File: src/rtl/i2c_target.sv
`timescale 1ns/1ps
// I2C target port: synchronised SCL/SDA, START/STOP detection, 7-bit address
// match and an auto-incrementing byte register bridge. SDA is open-drain.
module i2c_target #(
  parameter logic [6:0]  DEV_ADDR = 7'h50,
  parameter int unsigned PTR_W    = 8
) (
  input  logic             clk,
  input  logic             rst,
  input  logic             scl_in,
  input  logic             sda_in,
  output logic             sda_oe,
  output logic [PTR_W-1:0] reg_addr,
  output logic [7:0]       reg_wdata,
  output logic             reg_wr,
  input  logic [7:0]       reg_rdata,
  output logic             busy
);

  typedef enum logic [3:0] {
    IDLE, ADDR, ADDR_ACK, PTR, PTR_ACK,
    WDATA, WDATA_ACK, RDATA, RDATA_ACK
  } state_t;

  localparam logic [PTR_W-1:0] PTR_ONE = PTR_W'(1);

  logic [2:0] scl_p, sda_p;
  logic       scl_s, scl_d, sda_s, sda_d;
  logic       rise, fall, start_det, stop_det;

  state_t           state_q, state_d;
  logic [3:0]       bitcnt_q, bitcnt_d;
  logic [7:0]       shreg_q, shreg_d;
  logic             ph_q, ph_d;
  logic             rw_q, rw_d;
  logic             oe_q, oe_d;
  logic [PTR_W-1:0] addr_q, addr_d;
  logic [7:0]       wdata_q, wdata_d;
  logic             wr_q, wr_d;
  logic             busy_q, busy_d;
  logic [7:0]       byte_in;
  logic             last;

  // Idle bus is high, so the synchronisers reset to 1
  always_ff @(posedge clk or posedge rst) begin
    if (rst) begin
      scl_p <= '1;
      sda_p <= '1;
    end else begin
      scl_p <= {scl_p[1:0], scl_in};
      sda_p <= {sda_p[1:0], sda_in};
    end
  end

  assign scl_s = scl_p[1];
  assign scl_d = scl_p[2];
  assign sda_s = sda_p[1];
  assign sda_d = sda_p[2];

  assign rise      = scl_s & ~scl_d;
  assign fall      = ~scl_s & scl_d;
  assign start_det = scl_s & scl_d & sda_d & ~sda_s;
  assign stop_det  = scl_s & scl_d & ~sda_d & sda_s;

  assign byte_in = {shreg_q[6:0], sda_s};
  assign last    = (bitcnt_q == 4'd7);

  always_ff @(posedge clk or posedge rst) begin
    if (rst) begin
      state_q  <= IDLE;
      bitcnt_q <= '0;
      shreg_q  <= '0;
      ph_q     <= 1'b0;
      rw_q     <= 1'b0;
      oe_q     <= 1'b0;
      addr_q   <= '0;
      wdata_q  <= '0;
      wr_q     <= 1'b0;
      busy_q   <= 1'b0;
    end else begin
      state_q  <= state_d;
      bitcnt_q <= bitcnt_d;
      shreg_q  <= shreg_d;
      ph_q     <= ph_d;
      rw_q     <= rw_d;
      oe_q     <= oe_d;
      addr_q   <= addr_d;
      wdata_q  <= wdata_d;
      wr_q     <= wr_d;
      busy_q   <= busy_d;
    end
  end

  always_comb begin
    state_d = state_q;
    if (start_det) begin
      state_d = ADDR;
    end else if (stop_det) begin
      state_d = IDLE;
    end else begin
      unique case (state_q)
        IDLE: state_d = IDLE;
        ADDR:
          if (rise && last)
            state_d = (byte_in[7:1] == DEV_ADDR) ? ADDR_ACK : IDLE;
        ADDR_ACK:
          if (fall && ph_q) state_d = rw_q ? RDATA : PTR;
        PTR:
          if (rise && last) state_d = PTR_ACK;
        PTR_ACK:
          if (fall && ph_q) state_d = WDATA;
        WDATA:
          if (rise && last) state_d = WDATA_ACK;
        WDATA_ACK:
          if (fall && ph_q) state_d = WDATA;
        RDATA:
          if (fall && bitcnt_q == 4'd8) state_d = RDATA_ACK;
        RDATA_ACK:
          if (rise && !ph_q && sda_s) state_d = IDLE;
          else if (fall && ph_q) state_d = RDATA;
        default: state_d = IDLE;
      endcase
    end
  end

  always_comb begin
    bitcnt_d = bitcnt_q;
    shreg_d  = shreg_q;
    ph_d     = ph_q;
    rw_d     = rw_q;
    oe_d     = oe_q;
    addr_d   = addr_q;
    wdata_d  = wdata_q;
    wr_d     = 1'b0;
    busy_d   = busy_q;
    if (start_det || stop_det) begin
      bitcnt_d = '0;
      ph_d     = 1'b0;
      oe_d     = 1'b0;
      busy_d   = 1'b0;
    end else begin
      unique case (state_q)
        ADDR, PTR, WDATA:
          if (rise) begin
            shreg_d  = byte_in;
            bitcnt_d = bitcnt_q + 4'd1;
            if (last) begin
              bitcnt_d = '0;
              ph_d     = 1'b0;
              if (state_q == ADDR && byte_in[7:1] == DEV_ADDR) begin
                busy_d = 1'b1;
                rw_d   = sda_s;
              end
              if (state_q == PTR) addr_d = PTR_W'(byte_in);
              if (state_q == WDATA) begin
                wdata_d = byte_in;
                wr_d    = 1'b1;
              end
            end
          end
        ADDR_ACK, PTR_ACK, WDATA_ACK:
          if (fall) begin
            oe_d = ~ph_q;
            ph_d = ~ph_q;
            if (ph_q && state_q == WDATA_ACK) addr_d = addr_q + PTR_ONE;
            // First read bit goes out on the same fall that ends the ACK
            if (ph_q && state_q == ADDR_ACK && rw_q) begin
              oe_d     = ~reg_rdata[7];
              shreg_d  = {reg_rdata[6:0], 1'b0};
              bitcnt_d = 4'd1;
            end
          end
        RDATA:
          if (fall) begin
            if (bitcnt_q == 4'd8) begin
              oe_d     = 1'b0;
              bitcnt_d = '0;
              ph_d     = 1'b0;
            end else begin
              oe_d     = ~shreg_q[7];
              shreg_d  = {shreg_q[6:0], 1'b0};
              bitcnt_d = bitcnt_q + 4'd1;
            end
          end
        RDATA_ACK:
          if (rise && !ph_q) begin
            if (sda_s) begin
              busy_d = 1'b0;
              oe_d   = 1'b0;
            end else begin
              addr_d = addr_q + PTR_ONE;
              ph_d   = 1'b1;
            end
          end else if (fall && ph_q) begin
            oe_d     = ~reg_rdata[7];
            shreg_d  = {reg_rdata[6:0], 1'b0};
            bitcnt_d = 4'd1;
            ph_d     = 1'b0;
          end
        default: ;
      endcase
    end
  end

  assign sda_oe    = oe_q;
  assign reg_addr  = addr_q;
  assign reg_wdata = wdata_q;
  assign reg_wr    = wr_q;
  assign busy      = busy_q;

endmodule

File: config.mk
export PLATFORM = sky130hd
export DESIGN_NAME = i2c_target
export DESIGN_NICKNAME = d
export VERILOG_FILES = /design/src/rtl/i2c_target.sv
export SDC_FILE = /design/constraint.sdc
export NUM_CORES = 1
export LEC_CHECK = 0
export ABC_AREA = 1
export BUFFER_PORTS_ARGS = -buffer_cell sky130_fd_sc_hd__buf_4
export CAP_MARGIN = 30
export CORE_UTILIZATION = 53
export DETAILED_ROUTE_END_ITERATION = 6
export GPL_TIMING_DRIVEN = 1
export PLACE_DENSITY = 0.73
export SLEW_MARGIN = 30
export SYNTH_ARGS = -nofsm -noshare
export SYNTH_HDL_FRONTEND = slang
export SYNTH_SLANG_ARGS = --single-unit
File: constraint.sdc
create_clock -name clk -period 2.2 [get_ports clk]
set_input_delay 0.44 -clock clk [delete_from_list [all_inputs] [get_ports clk]]
set_output_delay 0.44 -clock clk [all_outputs]
set_load 0.01 [all_outputs]
==> results <==
- Power spread over the standard cell area amounts to 764 nW/um^2.
- The count of synthesis-stage warnings from yosys is 0.
- The DRC violation count after routing is 0.
- The number of placed instances, taps included, is 462.
- In this run the worst setup path terminates at reg_addr[2].
- IR analysis of the VDD net gives a maximum drop of 0.000507 V.
- The critical path startpoint is state_q[2].
- In this run, post-CTS repair resized a total of 0 instances.
- The count of port buffers added during placement is 30.
- Summed over all layers, the global routing overflow is 0.
- The setup TNS after final layout is 0 ps.
- The number of vias after detailed routing is 2408.
- The total global-route track usage is 0.267.
- The number of endpoints failing setup at the final stage is 0.
- At the end of the flow, the number of nets in the layout was 417.
- Data on the critical path is required at its endpoint by 2390 ps.
- The worst setup path is launched from a register.
- Across the routed clock network, the largest skew measured is 7.06 ps.
- The tightest min-delay check is of the in2async type.
- The number of filler instances in the final layout is 450.
- After the first detailed-routing iteration, the DRC count stood at 213.
- The clock tree synthesis step divided the H-tree into 2 levels.
- The register-to-register setup slack is 330 ps.
- The worst register-to-register path has a depth of 8.
- The setup path with the least slack is of type reg2reg.
- The part of the Yosys area used for sequential elements is 0.404.
- STA classifies the critical path endpoint as a register.
- In this run the horizontal extent of the chip is 73.1 microns.
- The number of placed I/O pins is 31.
- Relative to the synthesized area, the layout overhead comes to 15.4%.
- Timing would allow up to 0.533 GHz.
- The relative max-transition margin is 0.480.
- In the final layout, the share of cells above drive strength 1 is 0.218.
- The sequential cell area is 1080 sq um.
- The cell type with the largest total area after synthesis is dfrtp_1.
- Setup repair after global routing left no endpoint under its margin.
- The cell leakage power is 0.00162 uW.
- The hold violation count in the final report came to 0.
- Measured on the finished design, the core utilization comes to 0.646.
- The post-DP HPWL is 4.65 mm.
- For the worst-skew pair, the clock arrives at the later sink with an insertion delay of 300 ps.
- The die covers 5350 sq um.
- The number of antenna-violating nets in the routed design is 0.
- When the netlist entered floorplanning its net count stood at 385.
- The top cell type's share of synthesized area is 0.345.
- The transition time of the tightest slew-check pin is 775 ps.
- The number of violations of the max-capacitance limit is 0.
- The antenna diode count is 0.
- The total clock sinks is 43.
- The first global-routing pass estimated 10.9 mm of wire.
- Counting along the longest clock path gives a buffer depth of 2.
- The destination of the worst register-to-register timing path is reg_addr[2].
- The flow ran to the end, and the final reports show no timing, DRC or antenna violations.
- The detailed-routing iteration count for the pre-antenna-repair pass is 4.
- The final worst-path cycle share is 0.852.
- The startpoint identified for the worst register-to-register timing path is state_q[2].
- In the post-synthesis netlist, the biggest area contributors are dfrtp_1 35%, nand2_1 18%, nand3_1 6.9%, dfstp_2 5.9%, inv_1 4.8%.
- The CTS tree is done.
- The core region area is 4790 sq um.
- The via count of the first global-routing pass came to 2363.
- The pin count of the biggest net entering global routing is 25.
- CTS placed an instance of clkbuf_8 at the clock tree root.
- The CTS buffer count is 5.
- The count of state elements after synthesis is 43.
- The per-cell via count in the routed design is 5.12.
- The wire length per cell after detailed routing is 13.3 microns.
- The number of core rows is 25.
- The count of cells in the finished layout, fillers not included, comes to 470.
- Summed over all layers, the routed wires come to 6.24 mm.
- The routability-driven placement congestion ratio is 0.913.
- The number of different library cells used by synthesis comes to 32.
- Clock-pin slew was measured on the worst setup and hold paths at 90 ps.
- The die span in y is 73.1 microns.
- For this configuration, the core starts out at a cell density of 0.560.
- The data arrival at the endpoint of the critical path is 2070 ps.
- The clock period minus worst slack is 1870 ps.
- The number of antenna violations at the first check in global routing is 0.
- Buffers added to address setup during post-CTS repair amount to 0.
- The max-slew violation count is 0.
- The synthesized area per cell is 7.24 sq um.
- Of all nets on the critical path, the largest fanout is 15.
- The total of hold buffers inserted after clock tree synthesis is 0.
- Synthesis produced a netlist whose cell count is 370.
- The summed instance area of the synthesized netlist is 2680 sq um.
- The multi-input combinational cells in the finished layout cover a total of 1390 sq um.
cell type report:
class / instances / area share
multi-input cells: 278 / 0.451
clock inverters: 2 / 0.0113
inverters: 41 / 0.0498
clock buffers: 6 / 0.0267
flip-flops and latches: 43 / 0.350
repair buffers: 33 / 0.0841
well taps: 67 / 0.0271
flip-flops by register name, summed over array words and instances, names as in the netlist:
name and count:
scl_p 3, sda_p 3, reg_addr 8, reg_wdata 8, bitcnt_q 4, shreg_q 8, sda_oe 1, busy 1
ph_q 1, rw_q 1, state_q 4, reg_wr 1
per-layer routing:
layer | GRT usage | share of wire | vias up
li1 | - | - | 1247
met1 | 0.369 | 0.48 | 1099
met2 | 0.429 | 0.47 | 56
met3 | 0.0470 | 0.041 | 6
met4 | 0.0784 | 0.0099 | 0
met5 | 0 | 0 | -
power breakdown:
part | switching, uW | total (uW) | internal (uW)
clock | 283 | 651 | 368
combinational | 346 | 625 | 279
sequential | 160 | 1090 | 929
total | 789 | 2360 | 1580
worst max-delay path: stages (launching register included):
cell,delay (ps)
dfrtp_1,440
nor2_2,260
nand2_2,170
nand3_2,300
nor2_1,120
nor2_4,220
nand2_4,130
nand2_1,80
o21ai_1,50
synth_stat cells:
library cell,instances
xnor2_1,3
o21ai_2,8
ha_1,3
dfstp_2,6
nor3_1,3
nor2_1,22
o21ai_0,19
nor2_2,4
inv_1,34
nand3_4,1
nor2_4,4
buf_2,3
nand3b_1,2
nand3_2,3
clkbuf_1,2
o2111ai_1,2
buf_6,1
nand3_1,37
inv_2,7
nand2_2,11
nand4_2,1
a21oi_1,6
a21oi_2,1
dfrtp_1,37
buf_4,2
o21ai_1,3
nand2_1,131
o211ai_1,2
xor2_1,3
nand4_1,6
o21a_1,2
nand2_4,1
cell families (layout without fill, tap and decap cells):
logic type	Yosys count	count (layout)	synth area share
flip-flops	43	43	0.404
XOR/XNOR	6	6	0.0196
adder cells (fa/ha/maj)	3	3	0.0140
buffers and inverters	49	82	0.0756
AND/OR/NAND/NOR	226	226	0.387
AO/OA/AOI/OAI	43	43	0.0994
layout by cell type (no fill, tap or decap):
master	instances
clkinv_1	1
ha_1	3
clkbuf_8	6
nand4_2	1
xnor2_1	3
o21ai_2	8
o21ai_1	3
o211ai_1	2
nand2_4	1
nand3_2	3
xor2_1	3
buf_12	1
nand3_4	1
nand2_2	11
nor3_1	3
o2111ai_1	2
inv_2	7
clkinv_2	1
nor2_4	4
nand3b_1	2
nor2_1	22
a21oi_1	6
inv_1	33
dfstp_2	6
o21ai_0	19
dfrtp_1	37
buf_4	32
nand3_1	37
a21oi_2	1
nor2_2	4
nand2_1	131
nand4_1	6
bufinv_16	1
o21a_1	2
per-stage QoR:
step	total power (uW)	hold WS, ps	setup slack (ps)	instance area [sq um]
floorplan	1510	345	631	2680
global placement	1720	347	383	2980
detailed placement	1730	353	334	2980
CTS	2380	195	313	3090
global route	2530	223	141	3090
finish	2360	181	325	3090
worst min-delay path by stage:
stage              from      endpoint  slack (ps)  cells past startpoint
2_1_floorplan  scl_p[0]      scl_p[1]         350                      0
3_3_place_gp   scl_p[0]      scl_p[1]         350                      0
3_5_place_dp   scl_p[0]      scl_p[1]         350                      0
4_1_cts             rst    state_q[0]         200                      2
5_1_grt             rst  reg_wdata[0]         220                      2
6_report            rst  reg_wdata[0]         180                      2
(Power assumes the default switching activity.)
